## src/rtl/store_pkg.sv

```systemverilog
// rtl/store_pkg.sv - shared store-path definitions
// Contents: aluSelect store size codes, size_of() byte-count decode, FSM state enum.
package store_pkg;

    localparam logic [5:0] SEL_SB = 6'b010000;
    localparam logic [5:0] SEL_SH = 6'b010001;
    localparam logic [5:0] SEL_SW = 6'b010010;
    localparam logic [5:0] SEL_SD = 6'b010011;

    typedef enum logic [1:0] {
        ST_IDLE = 2'd0,
        ST_LO   = 2'd1,
        ST_HI   = 2'd2
    } storeState_e;

    // Store size in bytes. SD on a 32-bit datapath degrades to a full-width
    // word store; unknown codes are full-width stores.
    function automatic logic [3:0] size_of(input logic [5:0] code, input int xlen);
        case (code)
            SEL_SB:  size_of = 4'd1;
            SEL_SH:  size_of = 4'd2;
            SEL_SW:  size_of = 4'd4;
            SEL_SD:  size_of = (xlen == 64) ? 4'd8 : 4'd4;
            default: size_of = 4'(xlen / 8);
        endcase
    endfunction

endpackage

```

## src/rtl/store_align_unit_if.sv

```systemverilog
// rtl/store_align_unit_if.sv - store request / memory beat bundle
// Request side: req_valid, req_ready, req_addr, req_data, aluSelect.
// Memory side:  mem_valid, mem_ready, mem_addr, mem_wdata, mem_wstrb.
// Status:       done, misalign_err.
// slave = the store unit, master = the pipeline / memory environment.
interface store_align_unit_if #(
    parameter int XLEN = 32,
    parameter int AW   = 32
);
    logic              req_valid;
    logic              req_ready;
    logic [AW-1:0]     req_addr;
    logic [XLEN-1:0]   req_data;
    logic [5:0]        aluSelect;
    logic              mem_valid;
    logic              mem_ready;
    logic [AW-1:0]     mem_addr;
    logic [XLEN-1:0]   mem_wdata;
    logic [XLEN/8-1:0] mem_wstrb;
    logic              done;
    logic              misalign_err;

    modport slave (
        input  req_valid, req_addr, req_data, aluSelect, mem_ready,
        output req_ready, mem_valid, mem_addr, mem_wdata, mem_wstrb, done, misalign_err
    );

    modport master (
        output req_valid, req_addr, req_data, aluSelect, mem_ready,
        input  req_ready, mem_valid, mem_addr, mem_wdata, mem_wstrb, done, misalign_err
    );
endinterface

```

## src/rtl/store_lane_shift.sv

```systemverilog
// rtl/store_lane_shift.sv - combinational byte mask, lane shift and strobe generator
// Ports: data (XLEN) source data, offset (OB) byte offset within a word,
//        size (4) byte count; dataFull (2*XLEN) shifted data over two words,
//        strbFull (2*NB) shifted byte strobes over two words.
module store_lane_shift #(
    parameter  int XLEN = 32,
    localparam int NB   = XLEN / 8,
    localparam int OB   = $clog2(NB)
) (
    input  logic [XLEN-1:0]   data,
    input  logic [OB-1:0]     offset,
    input  logic [3:0]        size,
    output logic [2*XLEN-1:0] dataFull,
    output logic [2*NB-1:0]   strbFull
);

    logic [NB-1:0]   sizeMask;
    logic [XLEN-1:0] masked;

    // Bytes beyond the store size are zeroed before shifting so that every
    // lane with a cleared strobe also carries zero data.
    always_comb begin
        sizeMask = '0;
        masked   = '0;
        for (int i = 0; i < NB; i++) begin
            sizeMask[i]       = (i < int'(size));
            masked[8*i +: 8]  = sizeMask[i] ? data[8*i +: 8] : 8'h00;
        end
        dataFull = {{XLEN{1'b0}}, masked} << {offset, 3'b000};
        strbFull = {{NB{1'b0}}, sizeMask} << offset;
    end

endmodule

```

## src/rtl/store_align_unit.sv

```systemverilog
// rtl/store_align_unit.sv - store data aligner with optional boundary-crossing split
// Ports: clk, reset_n (async active-low); bus (store_align_unit_if.slave) carrying
//        the request handshake, the memory beat handshake, done and misalign_err.
module store_align_unit
    import store_pkg::*;
#(
    parameter int XLEN             = 32,
    parameter int AW               = 32,
    parameter int SPLIT_MISALIGNED = 1
) (
    input logic              clk,
    input logic              reset_n,
    store_align_unit_if.slave bus
);

    localparam int NB = XLEN / 8;
    localparam int OB = $clog2(NB);

    storeState_e state, nextState;

    logic [AW-1:0]     baseAddr;
    logic [2*XLEN-1:0] dataReg;
    logic [2*NB-1:0]   strbReg;
    logic              crossReg;
    logic              doneReg, errReg;

    logic [3:0]        reqSize;
    logic [2*XLEN-1:0] shiftData;
    logic [2*NB-1:0]   shiftStrb;
    logic              reqCross, accept, doneNext, errNext;

    logic              memValid;
    logic [AW-1:0]     memAddr;
    logic [XLEN-1:0]   memWdata;
    logic [NB-1:0]     memWstrb;

    assign reqSize = size_of(bus.aluSelect, XLEN);

    store_lane_shift #(.XLEN(XLEN)) u_laneShift (
        .data     (bus.req_data),
        .offset   (bus.req_addr[OB-1:0]),
        .size     (reqSize),
        .dataFull (shiftData),
        .strbFull (shiftStrb)
    );

    assign reqCross = |shiftStrb[2*NB-1:NB];
    assign accept   = bus.req_valid && (state == ST_IDLE);

    always_ff @(posedge clk or negedge reset_n) begin
        if (!reset_n) begin
            state    <= ST_IDLE;
            baseAddr <= '0;
            dataReg  <= '0;
            strbReg  <= '0;
            crossReg <= 1'b0;
            doneReg  <= 1'b0;
            errReg   <= 1'b0;
        end else begin
            state   <= nextState;
            doneReg <= doneNext;
            errReg  <= errNext;
            if (accept) begin
                baseAddr <= {bus.req_addr[AW-1:OB], {OB{1'b0}}};
                dataReg  <= shiftData;
                strbReg  <= shiftStrb;
                crossReg <= reqCross;
            end
        end
    end

    // Beat outputs decode from state and the captured payload only, so they
    // are zero in IDLE and drop straight back to zero on reset.
    always_comb begin
        nextState = state;
        doneNext  = 1'b0;
        errNext   = 1'b0;
        memValid  = 1'b0;
        memAddr   = '0;
        memWdata  = '0;
        memWstrb  = '0;
        case (state)
            ST_IDLE: begin
                if (accept) begin
                    if (reqCross && (SPLIT_MISALIGNED == 0)) begin
                        errNext = 1'b1;
                    end else begin
                        nextState = ST_LO;
                    end
                end
            end
            ST_LO: begin
                memValid = 1'b1;
                memAddr  = baseAddr;
                memWdata = dataReg[XLEN-1:0];
                memWstrb = strbReg[NB-1:0];
                if (bus.mem_ready) begin
                    if (crossReg) begin
                        nextState = ST_HI;
                    end else begin
                        nextState = ST_IDLE;
                        doneNext  = 1'b1;
                    end
                end
            end
            ST_HI: begin
                memValid = 1'b1;
                memAddr  = baseAddr + AW'(NB);
                memWdata = dataReg[2*XLEN-1:XLEN];
                memWstrb = strbReg[2*NB-1:NB];
                if (bus.mem_ready) begin
                    nextState = ST_IDLE;
                    doneNext  = 1'b1;
                end
            end
            default: nextState = ST_IDLE;
        endcase
    end

    assign bus.req_ready    = (state == ST_IDLE);
    assign bus.mem_valid    = memValid;
    assign bus.mem_addr     = memAddr;
    assign bus.mem_wdata    = memWdata;
    assign bus.mem_wstrb    = memWstrb;
    assign bus.done         = doneReg;
    assign bus.misalign_err = errReg;

endmodule

```

## src/flat_wrapper.sv

```systemverilog
// flat-port wrapper written by rule: the top's interface ports become plain ports
module store_align_unit_flat import store_pkg::*;
#(
    parameter int XLEN             = 32,
    parameter int AW               = 32,
    parameter int SPLIT_MISALIGNED = 1
)
  (clk, reset_n, bus_req_valid, bus_req_addr, bus_req_data, bus_aluSelect, bus_mem_ready, bus_req_ready, bus_mem_valid, bus_mem_addr, bus_mem_wdata, bus_mem_wstrb, bus_done, bus_misalign_err);
  store_align_unit_if #(.XLEN(XLEN), .AW(AW)) bus_i ();
  input logic clk;
  input logic reset_n;
  input wire logic [$bits(bus_i.req_valid)-1:0] bus_req_valid;
  input wire logic [$bits(bus_i.req_addr)-1:0] bus_req_addr;
  input wire logic [$bits(bus_i.req_data)-1:0] bus_req_data;
  input wire logic [$bits(bus_i.aluSelect)-1:0] bus_aluSelect;
  input wire logic [$bits(bus_i.mem_ready)-1:0] bus_mem_ready;
  output wire logic [$bits(bus_i.req_ready)-1:0] bus_req_ready;
  output wire logic [$bits(bus_i.mem_valid)-1:0] bus_mem_valid;
  output wire logic [$bits(bus_i.mem_addr)-1:0] bus_mem_addr;
  output wire logic [$bits(bus_i.mem_wdata)-1:0] bus_mem_wdata;
  output wire logic [$bits(bus_i.mem_wstrb)-1:0] bus_mem_wstrb;
  output wire logic [$bits(bus_i.done)-1:0] bus_done;
  output wire logic [$bits(bus_i.misalign_err)-1:0] bus_misalign_err;
  assign bus_i.req_valid = bus_req_valid;
  assign bus_i.req_addr = bus_req_addr;
  assign bus_i.req_data = bus_req_data;
  assign bus_i.aluSelect = bus_aluSelect;
  assign bus_i.mem_ready = bus_mem_ready;
  assign bus_req_ready = bus_i.req_ready;
  assign bus_mem_valid = bus_i.mem_valid;
  assign bus_mem_addr = bus_i.mem_addr;
  assign bus_mem_wdata = bus_i.mem_wdata;
  assign bus_mem_wstrb = bus_i.mem_wstrb;
  assign bus_done = bus_i.done;
  assign bus_misalign_err = bus_i.misalign_err;
  store_align_unit #(.XLEN(XLEN), .AW(AW), .SPLIT_MISALIGNED(SPLIT_MISALIGNED)) u_core (.clk(clk), .reset_n(reset_n), .bus(bus_i));
endmodule
```

## config.mk

```make
export PLATFORM = sky130hd
export DESIGN_NAME = store_align_unit_flat
export DESIGN_NICKNAME = d
export VERILOG_FILES = /design/src/rtl/store_pkg.sv /design/src/rtl/store_align_unit_if.sv /design/src/rtl/store_lane_shift.sv /design/src/rtl/store_align_unit.sv /design/src/flat_wrapper.sv
export SDC_FILE = /design/constraint.sdc
export NUM_CORES = 1
export LEC_CHECK = 0
export CAP_MARGIN = 20
export CELL_PAD_IN_SITES_DETAIL_PLACEMENT = 1
export CELL_PAD_IN_SITES_GLOBAL_PLACEMENT = 1
export CORE_ASPECT_RATIO = 0.6
export CORE_MARGIN = 4
export CORE_UTILIZATION = 44
export DETAILED_ROUTE_END_ITERATION = 8
export DONT_BUFFER_PORTS = 1
export GPL_TIMING_DRIVEN = 0
export PLACE_DENSITY_LB_ADDON = 0.1
export RECOVER_POWER = 25
export REMOVE_ABC_BUFFERS = 1
export SLEW_MARGIN = 0
export SYNTH_ARGS = -nofsm -noshare
export SYNTH_HDL_FRONTEND = slang
export SYNTH_SLANG_ARGS = --single-unit
```

## constraint.sdc

```tcl
create_clock -name clk -period 2.24 [get_ports clk]
set_clock_uncertainty 0.1 [all_clocks]
set_input_delay 0.224 -clock clk [delete_from_list [all_inputs] [get_ports clk]]
set_output_delay 0.224 -clock clk [all_outputs]
set_load 0.05 [all_outputs]
```

==> results of run 1 <==
==> registers in the layout, summed over array words and instances, names as in the netlist <==
name	count
u_core.strbReg	7
u_core.baseAddr	30
u_core.state	2
u_core.crossReg	1
u_core.dataReg	56
u_core.bus.done	1
==> metrics by stage <==
stage | hold slack (ns) | TNS [ns] | total power [µW] | setup slack, ns | instance area, µm²
4_1_cts | -0.542 | -14.54 | 10900 | -0.532 | 7860
6_report | -0.534 | -24.40 | 11800 | -0.616 | 8310
3_3_place_gp | -0.169 | -249.90 | 7300 | -2.64 | 5600
2_1_floorplan | -0.172 | -111.90 | 6550 | -1.56 | 5390
5_1_grt | -0.556 | -27.37 | 12200 | -0.653 | 8310
3_5_place_dp | -0.169 | -116.33 | 7680 | -1.39 | 5740
==> path summary, 6_finish.rpt <==
kind                                                    to  cells past startpoint  slack [ns]
setup / recovery                          bus_mem_addr[23]                      9       -0.62
hold / removal              u_core.dataReg[18]$_DFFE_PN0P_                      0       -0.53
setup reg to reg             u_core.dataReg[9]$_DFFE_PN0P_                      5        0.01
hold reg to reg             u_core.dataReg[17]$_DFFE_PN0P_                      2        0.41
max in group asynchronous  u_core.baseAddr[16]$_DFFE_PN0P_                      0        2.32
min in group clk            u_core.dataReg[22]$_DFFE_PN0P_                      2       -0.01
==> power by group through the flow <==
| stage | clock network [µW] | registers [µW] | logic [µW] |
|---|---|---|---|
| 6_report | 1570 | 3520 | 6720 |
| 5_1_grt | 1650 | 3570 | 6960 |
| 4_1_cts | 1560 | 3340 | 6030 |
| 3_5_place_dp | 0 | 3330 | 4350 |
| 3_3_place_gp | 0 | 3260 | 4040 |
| 2_1_floorplan | 0 | 3070 | 3480 |
==> per-layer routing <==
metal / vias up / track usage (%) / part of all wire, % / routed length [µm]
li1: 2470 / - / - / -
met1: 3107 / 45.0 / 42 / 11300
met2: 394 / 54.4 / 46 / 12400
met3: 69 / 9.98 / 10 / 2750
met4: 0 / 7.79 / 2.6 / 711
met5: - / 0 / 0 / 0
==> layout by cell type, fill, tap and decap left out, types with 4 or more instances in the layout <==
cell type	instances
sky130_fd_sc_hd__dfrtp_2	15
sky130_fd_sc_hd__nor3b_1	9
sky130_fd_sc_hd__a22oi_2	9
sky130_fd_sc_hd__a21oi_2	4
sky130_fd_sc_hd__nand3_1	4
sky130_fd_sc_hd__o21ai_4	4
sky130_fd_sc_hd__ha_4	6
sky130_fd_sc_hd__dlygate4sd3_1	49
sky130_fd_sc_hd__dfrtp_1	82
sky130_fd_sc_hd__and3_4	9
sky130_fd_sc_hd__a32o_2	6
sky130_fd_sc_hd__inv_1	7
sky130_fd_sc_hd__and3b_1	7
sky130_fd_sc_hd__a31oi_1	23
sky130_fd_sc_hd__mux2_2	29
sky130_fd_sc_hd__buf_4	70
sky130_fd_sc_hd__clkbuf_16	11
sky130_fd_sc_hd__a21o_1	8
sky130_fd_sc_hd__a22o_4	29
sky130_fd_sc_hd__nand2_2	4
sky130_fd_sc_hd__a22oi_1	13
sky130_fd_sc_hd__and3_1	8
sky130_fd_sc_hd__a21oi_1	8
sky130_fd_sc_hd__nand4_1	12
sky130_fd_sc_hd__a22o_1	24
sky130_fd_sc_hd__nand2_1	48
sky130_fd_sc_hd__buf_12	8
sky130_fd_sc_hd__buf_6	12
sky130_fd_sc_hd__o21ai_0	35
sky130_fd_sc_hd__and2_4	6
sky130_fd_sc_hd__nor2_1	15
sky130_fd_sc_hd__a31o_2	9
sky130_fd_sc_hd__o21ai_1	13
==> worst max-delay path: stages (launching register included) <==
cell	delay (ns)
sky130_fd_sc_hd__dfrtp_1	0.39
sky130_fd_sc_hd__inv_2	0.08
sky130_fd_sc_hd__ha_4	0.46
sky130_fd_sc_hd__and2_4	0.24
sky130_fd_sc_hd__buf_12	0.11
sky130_fd_sc_hd__buf_4	0.12
sky130_fd_sc_hd__buf_8	0.14
sky130_fd_sc_hd__a41oi_2	0.13
sky130_fd_sc_hd__a31oi_1	0.24
sky130_fd_sc_hd__buf_4	0.25
==> cells by family after synthesis <==
group	count (synthesis)	synth area share [%]
flops	97	43.4
simple gates	159	15.6
other cells	1	0.0670
mux	31	6.19
buf+inv	62	4.56
compound gates	221	28.4
fa+ha+maj	8	1.79
==> repair_timing <==
item,in CTS,in global routing
resized for setup,190,63
setup endpoints to repair,159,119
hold endpoints to repair,152,97
cloned,6,3
buffers inserted,59,26
pin swaps,28,27
==> layout make-up <==
cell class	instances	area, µm²	share of cell area (%)
Multi-Input combinational cell	428	3890	46.8
Sequential cell	97	2450	29.4
Timing Repair Buffer	147	1430	17.2
Clock buffer	12	256	3.09
Tap cell	165	206	2.48
Inverter	11	45.0	0.542
Clock inverter	4	35.0	0.421
==> synthesized netlist by cell type, drive strengths merged, types with 2 or more instances <==
cell type / number / area [µm²]
o211ai: 2 / 15.0
a32o: 8 / 80.1
and2: 5 / 31.3
nor3b: 9 / 67.6
and3: 17 / 106
nand2: 54 / 205
and3b: 7 / 61.3
a22oi: 22 / 165
nor4: 5 / 31.3
and4: 6 / 53.8
nand4: 13 / 87.6
a21boi: 2 / 15.0
inv: 11 / 41.3
a31oi: 27 / 169
buf: 15 / 78.8
a22o: 54 / 474
or3: 2 / 12.5
dfrtp: 97 / 2430
nand3: 7 / 35.0
a21o: 10 / 75.1
nor3: 6 / 30.0
mux2: 29 / 327
a31o: 9 / 78.8
ha: 8 / 100
clkbuf: 36 / 135
a41oi: 4 / 35.0
mux2i: 2 / 20.0
a21oi: 13 / 65.1
nor2: 17 / 63.8
o31ai: 4 / 30.0
o21ai: 53 / 265
a211o: 2 / 17.5
or4b: 2 / 20.0
or4: 2 / 15.0
nor2b: 2 / 12.5
==> results by stage, run 1 <==
STA:
- Measured against its own limit, the worst slew margin works out to 30.0%.
- The post-route minimum period is 2.86 ns.
- The count of final max-slew check failures came to 0.
- The slew at the pin closest to its max-slew limit is between 1 and 1.5 ns.
- Setup violations remaining at the end of the flow were counted as 67.
- Timing would allow up to around 350 MHz.
- The count of endpoints failing hold in the final timing report came to slightly below 100.
- Of the available clock period, the critical path in the final layout requires 127%.
- The worst slack on hold paths is -0.534 ns.
- Setup repair after global routing could not meet its margin everywhere.
- Setup slack on the critical path of the routed design comes to -0.616 ns.

Floorplan:
- The die covers about 15000 µm².
- The core region is around 12000 µm².
- During I/O placement, the number of pins put on the boundary was 146.
- The initialized floorplan defines 31 standard-cell rows.
- The die width is ~150 µm.
- The die is 95.4 µm tall.
- The initial utilization of the core area, before any placement, comes to a little under half.

Drt:
- The initial DRC count is roughly 540.
- The number of DRC violations after detailed routing is 0.
- The routed layout has 6040 vias.
- Summed over all layers, the routed wires come to ~27000 µm.
- The detailed-routing iteration count for the pre-antenna-repair pass is 5.
- The number of antenna-violating nets in the routed design is 0.
- After detailed routing, the average wire length per cell comes to about 32 µm.
- In the routed layout, each cell is associated on average with a via count of approximately 7.

Hold path:
- The min-delay analysis places its worst path in the category primary input to asynchronous set/reset pin.

Global route:
- The via count of the first global-routing pass came to between 6000 and 7000.
- The number of antenna violations at the first check in global routing was 0.
- For this run, the total global-route usage over all layers was measured as approximately a third.
- Entering global routing, the biggest net connects a little under 100 pins.
- The first global-routing pass estimated 37800 µm of wire.
- After global routing the overflow that remains totals 0.

Yosys:
- The count of flip-flops with a built-in enable after synthesis is 0.
- Among all flip-flop cells after synthesis, the most frequent one is sky130_fd_sc_hd__dfrtp_1.
- Counting distinct cell types in the post-synthesis netlist gives 59.
- In this run the mean area of a mapped cell was roughly 9.7 µm².
- Counting flops and latches in the post-synthesis netlist gives 97.
- The portion of the post-synthesis area used by sequential elements is between 40 and 50%.
- The synthesized instance count is between 500 and 600.
- The total of warnings raised by yosys is 0.
- The share of flip-flops with an asynchronous set or reset is 100%.
- The synthesized netlist occupies a cell area of around 5600 µm².

Power:
- The sequential group share of total power is between 20% and 30%.
- The logic gate share of total power is between 50% and 60%.
- The switching power is between 6000 and 7000 µW.
- IR analysis of the VDD net gives a maximum drop of around 0.00085 V.
- The cell-internal power is between 5000 and 6000 µW.
- The clock network is responsible for roughly an eighth of the overall power.
- In this run switching power makes up 50.8% of total power.
- Summed over all cells, the static leakage comes to ~0.0036 µW.
- For this design the ratio of total power to cell area is roughly 1400 nW/µm².

Clocking:
- The H-tree was split into 3 levels.
- The buffer depth of the longest clock path is 2.
- The clock-pin slew on the worst setup and hold paths is approximately 0.08 ns.
- The worst-skew pair later-pin latency is approximately 0.35 ns.
- The number of buffers created by CTS is 9.
- For this design, the CTS-stage hold fixing added between 40 and 50 buffers.
- The CTS tree is yes.
- The clock net in this run drives a total of 97 sinks.
- The cell sitting at the root of the clock tree is a sky130_fd_sc_hd__clkbuf_16.

Layout:
- The finished layout holds 864 standard cells, fillers aside.
- The antenna diode count is 0.
- For this run, the share of the core covered by cells in the final layout is about two thirds.
- The layout cell share with drive strength beyond 1 is between 40% and 50%.
- The net count of the finished layout is between 700 and 800.
- The filler cells instantiated in the layout total ~1200.
- From synthesis to final layout, the design area changed by 48.5%.

Run:
- The tool flagged a number of max-cap violations equal to 0.

Setup path:
- The critical path data arrival time is roughly 2.5 ns.
- The startpoint type of the worst setup path is a flop.
- The worst register-to-register path begins at u_core.state[1]$_DFFE_PN0P_.
- In this run the worst path has a maximum fanout of 8.
- At the worst endpoint, the required time is ~1.9 ns.
- By startpoint and endpoint, the worst setup path is classified as flop to output pin.
- The kind of capture point of the worst setup path is an output pin.
- The critical path launch point is u_core.state[1]$_DFFE_PN0P_.

Placed design:
- The number of cells in the design after placement is about 710.
- The final weighted congestion in routability-driven placement is ~0.83.
- The final HPWL from detailed placement is roughly 13000 µm.
- The number of buffers inserted by port buffering is 0.

Run status:
- The final reports fail on hold timing, setup timing.
- The run finished, with violations left.
Power figures use the tool's default switching activity.
==> run 2: changes to the inputs <==
ABC_AREA = 1   (was default)
CORE_UTILIZATION = 41   (was 44)
==> run 2 against run 1 <==
The flow still finishes with violations (hold timing, setup timing). Clock power rose by 15%. Highest routed layer unchanged. Critical endpoint is now bus_mem_addr[17]. Utilization decreased by 6.7 points. Cell area rose by 2.6%. Cell count grew 30%. Power rose by 0.76%. Sequential cell count did not move. Area after synthesis up 6.5%. Fmax is 10% higher. Sequential power decreased by 7.7%. Critical path depth shrank 3. Worst setup slack gained 0.26 ns. Register-to-register slack gained 0.04 ns.
==> results by stage, run 2 <==
Run status:
- The run finished, with violations left.
- The final reports fail on hold timing, setup timing.

Placed design:
- In this run the tool buffered the top-level ports with 0 buffer cells.
- The pre-CTS setup slack is -2.07 ns.
- The number of cells in the design after placement is approximately 1000.
- The placed standard-cell area is roughly 6000 µm².
- The final HPWL from detailed placement is approximately 16000 µm.
- Routability-driven placement finished with a final weighted congestion of about 0.87.

Yosys:
- Averaged over all synthesized cells, the footprint is between 7 and 8 µm².
- The prevailing post-synth register cell is sky130_fd_sc_hd__dfrtp_1.
- The top cell type by area accounts for 40.7% of the synthesized area.
- Yosys mapped the design onto 35 distinct sky130hd cell types.
- By area the synthesized netlist is led by sky130_fd_sc_hd__dfrtp_1 (41%), sky130_fd_sc_hd__nand2_1 (17%), sky130_fd_sc_hd__inv_1 (7.4%).
- In the synthesized netlist the async set-or-reset flop fraction comes to 100%.
- The most common cell in the synthesized netlist is sky130_fd_sc_hd__nand2_1.
- Ranked by instance count, the synthesized netlist is headed by sky130_fd_sc_hd__nand2_1 (269), sky130_fd_sc_hd__inv_1 (118), sky130_fd_sc_hd__dfrtp_1 (97).
- The cell area that synthesis handed to floorplanning was between 5000 and 6000 µm².
- The synthesized design contains between 90 and 100 register bits.
- After synthesis, flip-flops and latches occupy between 40 and 50% of the total area.
- During synthesis, Yosys emitted a total of 0 warnings.
- The count of flip-flops with a built-in enable after synthesis is 0.
- After technology mapping, the gate count stands at ~850.
- The library cell with the largest summed area after synthesis is sky130_fd_sc_hd__dfrtp_1.

Clocking:
- At the later pin of the worst-skew pair, clock insertion delay measures between 0.3 and 0.4 ns.
- Counting every sink on the clock net gives 97.
- In this run the deepest clock path goes through 2 buffers.
- The CTS tree is yes.
- The H-tree level count is 3.
- The clock-pin slew on the worst setup and hold paths is 0.08 ns.
- Buffers inserted during clock tree synthesis total 9.
- The hold-fix buffer count after cts is 47.
- The cell at the root of the clock tree is sky130_fd_sc_hd__clkbuf_16.

STA:
- The count of final max-slew check failures came to 0.
- At the pin with the least slew margin, the transition time is 0.933 ns.
- Setup violations remaining at the end of the flow were counted as 66.
- The worst slack on hold paths is -0.546 ns.
- After layout, the worst path uses 116% of the clock period.
- In this run the tightest slew margin relative to its limit is ~38%.
- The count of endpoints failing hold in the final timing report is just under 100.
- Setup repair after global routing could not meet its margin everywhere.
- Subtracting the final worst setup slack from the clock period gives roughly 2.6 ns.
- Timing would allow up to a little under 400 MHz.
- The least setup slack across all paths after layout is -0.352 ns.

Hold path:
- The kind of path behind the tightest hold check is primary input to asynchronous set/reset pin.

Setup path:
- Of all nets on the critical path, the largest fanout is 7.
- The class of the most critical setup path is flop to output pin.
- For this run, the slowest stage of the critical path takes 0.56 ns.
- The kind of capture point of the worst setup path is an output pin.
- The critical path goes through inv_2 -> ha_4 -> nand2_8 -> clkinvlp_4 -> o21ai_4 -> o21ai_4.
- The slowest library cell on the worst path is sky130_fd_sc_hd__ha_4.
- The cell seen most often among critical-path stages is sky130_fd_sc_hd__o21ai_4.
- The worst register-to-register path ends at u_core.dataReg[53]$_DFFE_PN0P_.
- STA classifies the critical path startpoint as a flop.
- The flop-to-flop setup slack is about 0.050 ns.
- The critical path data arrival time is roughly 2.3 ns.
- The required time reported for the critical path endpoint is roughly 1.9 ns.
- Measured in cells, the most critical reg-to-reg path has a length of 10.
- The startpoint identified for the worst register-to-register timing path is u_core.state[0]$_DFFE_PN0P_.

Drt:
- The detailed-routing iteration count for the pre-antenna-repair pass is 5.
- After the first detailed-routing iteration, the DRC count stood at between 500 and 600.
- Across all layers, the routed design uses 6621 vias.
- After detailed routing, the number of remaining DRC violations is 0.
- Using the TritonRoute via totals, the vias-per-cell ratio works out to between 5 and 6.
- The detailed-route wire length is between 20000 and 30000 µm.
- In this run the remaining antenna-violating nets after routing total 0.
- In the final routed layout, each cell accounts on average for approximately 25 µm.

Layout:
- 0 antenna diodes ended up in the layout.
- The register with the most flip-flops is u_core.dataReg.
- In the final layout, the share of cells above drive strength 1 is 24.1%.
- Leaving out fill and tap cells, the most frequent cell in the layout is sky130_fd_sc_hd__nand2_1.
- The growth of design area from synthesis to finish is 43.1%.
- The area of all placed cells without fillers is approximately 8500 µm².
- Measured on the finished design, the core utilization comes to 61.1%.
- The register with the most flip-flops in the layout has between 50 and 60 of them.
- After the last flow step, the layout net total stands at ~1000.
- The largest registers in the layout are u_core.dataReg: 56 flops, u_core.baseAddr: 30 flops, u_core.strbReg: 7 flops.
- Leaving out fill and tap cells, the most frequent cells in the layout are sky130_fd_sc_hd__nand2_1 (240), sky130_fd_sc_hd__inv_1 (111), sky130_fd_sc_hd__dfrtp_1 (89).
- Leaving out filler cells and counting taps, the final layout contains between 1000 and 1500.

Global route:
- The remaining global-route overflow is 0.
- The global-route wire length before repair is approximately 41000 µm.
- The global routing usage summed across all routing layers is between 30 and 40%.
- The met1 global-route usage is between 40% and 50%.
- The met2 track utilization from global routing is approximately half.
- The via count of the first global-routing pass was roughly 6900.
- The met3 track utilization from global routing is a little under an eighth.
- The largest net degree at the start of global routing is 98.
- met2 is the most crowded layer.
- The number of antenna violations at the first check in global routing is 0.

Floorplan:
- The floorplan step set the die width to between 150 and 200 µm.
- The number of primary I/O pins is around 150.
- The area of the core region is about 14000 µm².
- The height of the die is between 100 and 150 µm.
- The die covers between 15000 and 20000 µm².
- The floorplan has 33 rows.
- Once the floorplan was initialized, standard cells occupied between 40% and 50% of the core.

Power:
- Combinational cells account for about 58% of the total power.
- The peak supply drop is between 0.0008 and 0.0009 V.
- In this run the power density over the cells is around 1400 nW/µm².
- Cell internal power was estimated by the tool at about 5500 µW.
- Net switching is a little over half of the power.
- The share of total power dissipated in sequential elements is 27.3%.
- In this run the power spent charging and discharging nets is between 6000 and 7000 µW.
- Power comes to approximately 12000 µW.
- The standby leakage power is between 0.003 and 0.004 µW.
- The clock network power share is 15.1%.

Run:
- Across the run, the number of max-cap violations was 0.
## run 2: layer usage
metal / routed length (µm) / vias up
met5: 0 / -
met4: 653 / 0
met3: 2690 / 63
met2: 12700 / 330
met1: 11800 / 3338
li1: - / 2890
## run 2: cell type report
cell class                      count  area [µm²]
Multi-Input combinational cell    596        3970
Tap cell                          192         240
Timing Repair Buffer               95        1030
Sequential cell                    97        2440
Clock buffer                       10         229
Timing Repair inverter              2        23.8
Inverter                          122         504
Clock inverter                      6        97.6
Fill cell                        1655        5420
## run 2: worst max-delay path by stage
stage,from,end,slack (ns),depth (start not counted)
after global placement,u_core.state[0]$_DFFE_PN0P_,bus_mem_addr[4],-2.68,6
after CTS,u_core.state[1]$_DFFE_PN0P_,bus_mem_addr[19],-0.28,8
final,u_core.state[1]$_DFFE_PN0P_,bus_mem_addr[17],-0.35,6
after floorplan,u_core.state[0]$_DFFE_PN0P_,bus_mem_addr[4],-1.37,6
after global routing,u_core.state[1]$_DFFE_PN0P_,bus_mem_addr[17],-0.39,6
after detailed placement,u_core.state[0]$_DFFE_PN0P_,bus_mem_addr[13],-2.07,6
## run 2: metrics by stage
step                setup TNS, ns  hold slack, ns
CTS                         -9.94          -0.551
finish                     -13.23          -0.546
global placement          -287.84          -0.170
detailed placement        -138.08          -0.169
floorplan                 -111.62          -0.172
global route               -15.99          -0.567
## run 2: what timing repair did
item                                    CTS  global route
endpoints found under the setup margin  160           131
endpoints found under the hold margin   147            97
setup buffers                            34            10
pin swaps                                22            18
cloned                                    8             1
gates resized for setup                 202            46
## run 2: worst max-delay path: cells and delay by family, from the launching register on
kind                     cells  cell delay, ns
AO/OA/AOI/OAI                2            0.49
flip-flops                   1            0.39
AND/OR/NAND/NOR              1            0.15
adder cells (fa/ha/maj)      1            0.56
buffers and inverters        2            0.32
## run 2: power by group through the flow
stage | clock network (µW) | logic, µW | registers [µW]
CTS | 1790 | 6460 | 3150
global route | 1890 | 7220 | 3330
detailed placement | 0 | 4220 | 3170
global placement | 0 | 4000 | 3130
finish | 1800 | 6850 | 3250
floorplan | 0 | 3300 | 2980
## run 2: cell families after synthesis
logic type / count (synthesis) / synth area share (%)
and+or+nand+nor: 411 / 30.0
other: 1 / 0.0629
buffers and inverters: 160 / 10.8
DFF: 97 / 40.7
adders and majority gates: 8 / 1.68
AOI/OAI and AO/OA: 169 / 16.7
==> run 3: changes to the inputs <==
ABC_AREA = default   (was 1)
BUFFER_PORTS_ARGS = -buffer_cell sky130_fd_sc_hd__buf_2   (was default)
CORE_UTILIZATION = 36   (was 41)
DONT_BUFFER_PORTS = default   (was 1)
==> run 3 against run 2 <==
The flow finishes with violations (setup timing). Hold slack better by 0.55 ns. Non-clock buffer count up 173. Wire length grew 8.2%. Clock power shrank 17%. Utilization up 1.9 points. Largest power group unchanged.
==> results by stage, run 3 (same netlist as run 1, synthesis figures left out) <==
Placed design:
- At the end of routability-driven placement, the weighted congestion stood at about 0.8.
- The pre-CTS setup slack is -1.05 ns.
- The final HPWL from detailed placement is ~14000 µm.
- Input and output buffers added on the ports amount to between 100 and 150.

Drt:
- The number of DRC violations after detailed routing is 0.
- The first TritonRoute pass finished after 5 iterations.
- Summed over all layers, the routed wires come to ~30000 µm.
- Once detail routing completed, the nets flagged for antenna violations numbered 0.
- The routed wirelength normalized by instance count is around 30 µm.
- Dividing the detail-routed via count by the number of cells gives ~6.5.
- For this block, the initial DRC count from the detailed router was approximately 770.
- The number of vias after detailed routing is between 6000 and 7000.

Layout:
- The growth of design area from synthesis to finish is 67.1%.
- 0 antenna diodes ended up in the layout.
- More flip-flops sit in one register than any other, and that register is u_core.dataReg.
- The largest registers in the layout are u_core.dataReg: 56 flops, u_core.baseAddr: 30 flops, u_core.strbReg: 7 flops.
- The library cell used most frequently in the layout, excluding fill and tap cells, is sky130_fd_sc_hd__buf_4.
- The top cell types in the final layout, fill and taps aside, are sky130_fd_sc_hd__buf_4 (83), sky130_fd_sc_hd__dfrtp_1 (82), sky130_fd_sc_hd__buf_2 (74).
- The number of flip-flops under the largest register name is 56.
- The layout cell share with drive strength beyond 1 is about 57%.
- The total number of nets in the final design is between 800 and 900.

Clocking:
- The number of sinks driven by the clock tree is slightly below 100.
- No sink is reached through more buffers than the 2 on the longest clock path.
- Clock-pin slew was measured on the worst setup and hold paths at about 0.070 ns.
- The number of buffers created by CTS is 9.
- The CTS tree is yes.
- The H-tree was split into 3 levels.
- The worst-skew pair later-pin latency is ~0.35 ns.
- The cell at the root of the clock tree is sky130_fd_sc_hd__clkbuf_16.

Floorplan:
- The die covers around 18000 µm².
- The area of the core region is 14800 µm².
- Measured along the x axis, the die boundary spans approximately 170 µm.
- The number of primary I/O pins is between 100 and 150.
- The height of the die is 105 µm.
- The initial cell density of the core is about 38%.
- The number of placement rows is 34.

STA:
- The post-route minimum period is 2.77 ns.
- Based on the critical path, the design can be clocked at up to 361 MHz.
- In the finished design, the share of the clock period the worst path needs comes to 124%.
- The count of final max-slew check failures is 0.
- The worst slack on hold paths is 0.00622 ns.
- The worst pin sits at a relative slew slack of a little under a third.
- The final number of setup-violating endpoints is 90.
- The count of endpoints failing hold in the final timing report came to 0.
- For the pin with the worst max-slew slack, the measured transition is 1.03 ns.
- Setup repair after global routing could not meet its margin everywhere.
- Across all setup checks in the final design, the least slack found is -0.528 ns.

Global route:
- The via count of the first global-routing pass is about 6400.
- The first global-routing pass estimated approximately 40000 µm of wire.
- The largest net degree at the start of global routing is just over 60.
- After global routing the overflow that remains totals 0.
- The number of antenna violations at the first check in global routing was 0.
- Across every metal layer, demand over resource in global routing totals 29.1%.

Run status:
- The final reports fail on setup timing.
- The run finished, with violations left.

Setup path:
- STA puts the critical path data arrival time at approximately 2.4 ns.
- The endpoint identified for the worst register-to-register timing path is u_core.dataReg[47]$_DFFE_PN0P_.
- In this run the register-to-register setup slack is roughly 0.030 ns.
- Of all nets on the critical path, the largest fanout is 6.
- STA classifies the critical path startpoint as a flop.
- At the worst endpoint, the required time is about 1.9 ns.
- The critical path in this run is classified as flop to output pin.
- The worst register-to-register path begins at u_core.state[1]$_DFFE_PN0P_.
- The kind of capture point of the worst setup path is an output pin.
- Measured in cells, the most critical reg-to-reg path has a length of 6.

Hold path:
- For hold timing, the worst endpoint is u_core.baseAddr[30]$_DFFE_PN0P_.
- The tightest min-delay check is of the primary input to flop type.
- The cell count of the worst hold path is 2.
- The worst hold path begins at bus_req_addr[30].

Run:
- Across the run, the number of max-cap violations was 0.

Power:
- The power per cell area is 1410 nW/µm².
- The standby leakage power is between 0.004 and 0.005 µW.
- Across the VDD grid, the largest voltage drop is between 0.0008 and 0.0009 V.
## run 3: critical path, cell delays in order, from the launching register on
cell and delay, ns:
sky130_fd_sc_hd__dfrtp_2 0.46, sky130_fd_sc_hd__nand4_4 0.16, sky130_fd_sc_hd__buf_4 0.19, sky130_fd_sc_hd__nor4_1 0.47, sky130_fd_sc_hd__buf_4 0.26, sky130_fd_sc_hd__a41oi_1 0.12, sky130_fd_sc_hd__a31oi_1 0.20, sky130_fd_sc_hd__buf_4 0.24
## run 3: report_power, final
part	internal, µW	switching, µW
Combinational	3440	4780
Sequential	2550	923
Clock	775	721
## run 3: per-layer routing
layer	part of all wire [%]	up-vias	global-route usage (%)
met5	0	-	0
met4	2.3	0	5.23
met3	8.8	79	6.68
met2	45	419	44.6
met1	43	3409	42.7
li1	-	2713	-
## run 3: repair_timing
item	4_1_cts	5_1_grt
hold buffers	3	0
resized for setup	290	107
pin swaps	83	66
endpoints found under the hold margin	38	0
cloned	12	1
buffers inserted	71	39
setup endpoints to repair	122	109
## run 3: final cells by class
cell class | count | area (µm²)
Fill cell | 1550 | 5490
Timing Repair Buffer | 268 | 2520
Inverter | 11 | 47.5
Tap cell | 198 | 248
Sequential cell | 97 | 2450
Clock inverter | 5 | 32.5
Multi-Input combinational cell | 426 | 3820
Clock buffer | 10 | 239
## run 3: per-stage QoR
stage	total power [µW]	utilization [%]	TNS, ns	cell area, µm²	cells
floorplan	6550	-	-111.90	5390	530
global placement	7830	42.8	-220.66	6350	870
detailed placement	8090	43.7	-64.42	6490	877
CTS	11800	58.6	-9.28	8710	978
global route	13600	63.0	-20.24	9350	1015
finish	13200	63.0	-16.34	9350	1015
## run 3: worst max-delay path by stage
stage / start / to / slack [ns]
floorplan: u_core.state[0]$_DFFE_PN0P_ / bus_mem_addr[6] / -1.56
global placement: u_core.state[1]$_DFFE_PN0P_ / u_core.dataReg[54]$_DFFE_PN0P_ / -2.43
detailed placement: bus_aluSelect[3] / u_core.dataReg[15]$_DFFE_PN0P_ / -1.05
CTS: u_core.baseAddr[2]$_DFFE_PN0P_ / bus_mem_addr[31] / -0.35
global route: u_core.baseAddr[10]$_DFFE_PN0P_ / bus_mem_addr[29] / -0.68
finish: u_core.baseAddr[7]$_DFFE_PN0P_ / bus_mem_addr[29] / -0.53
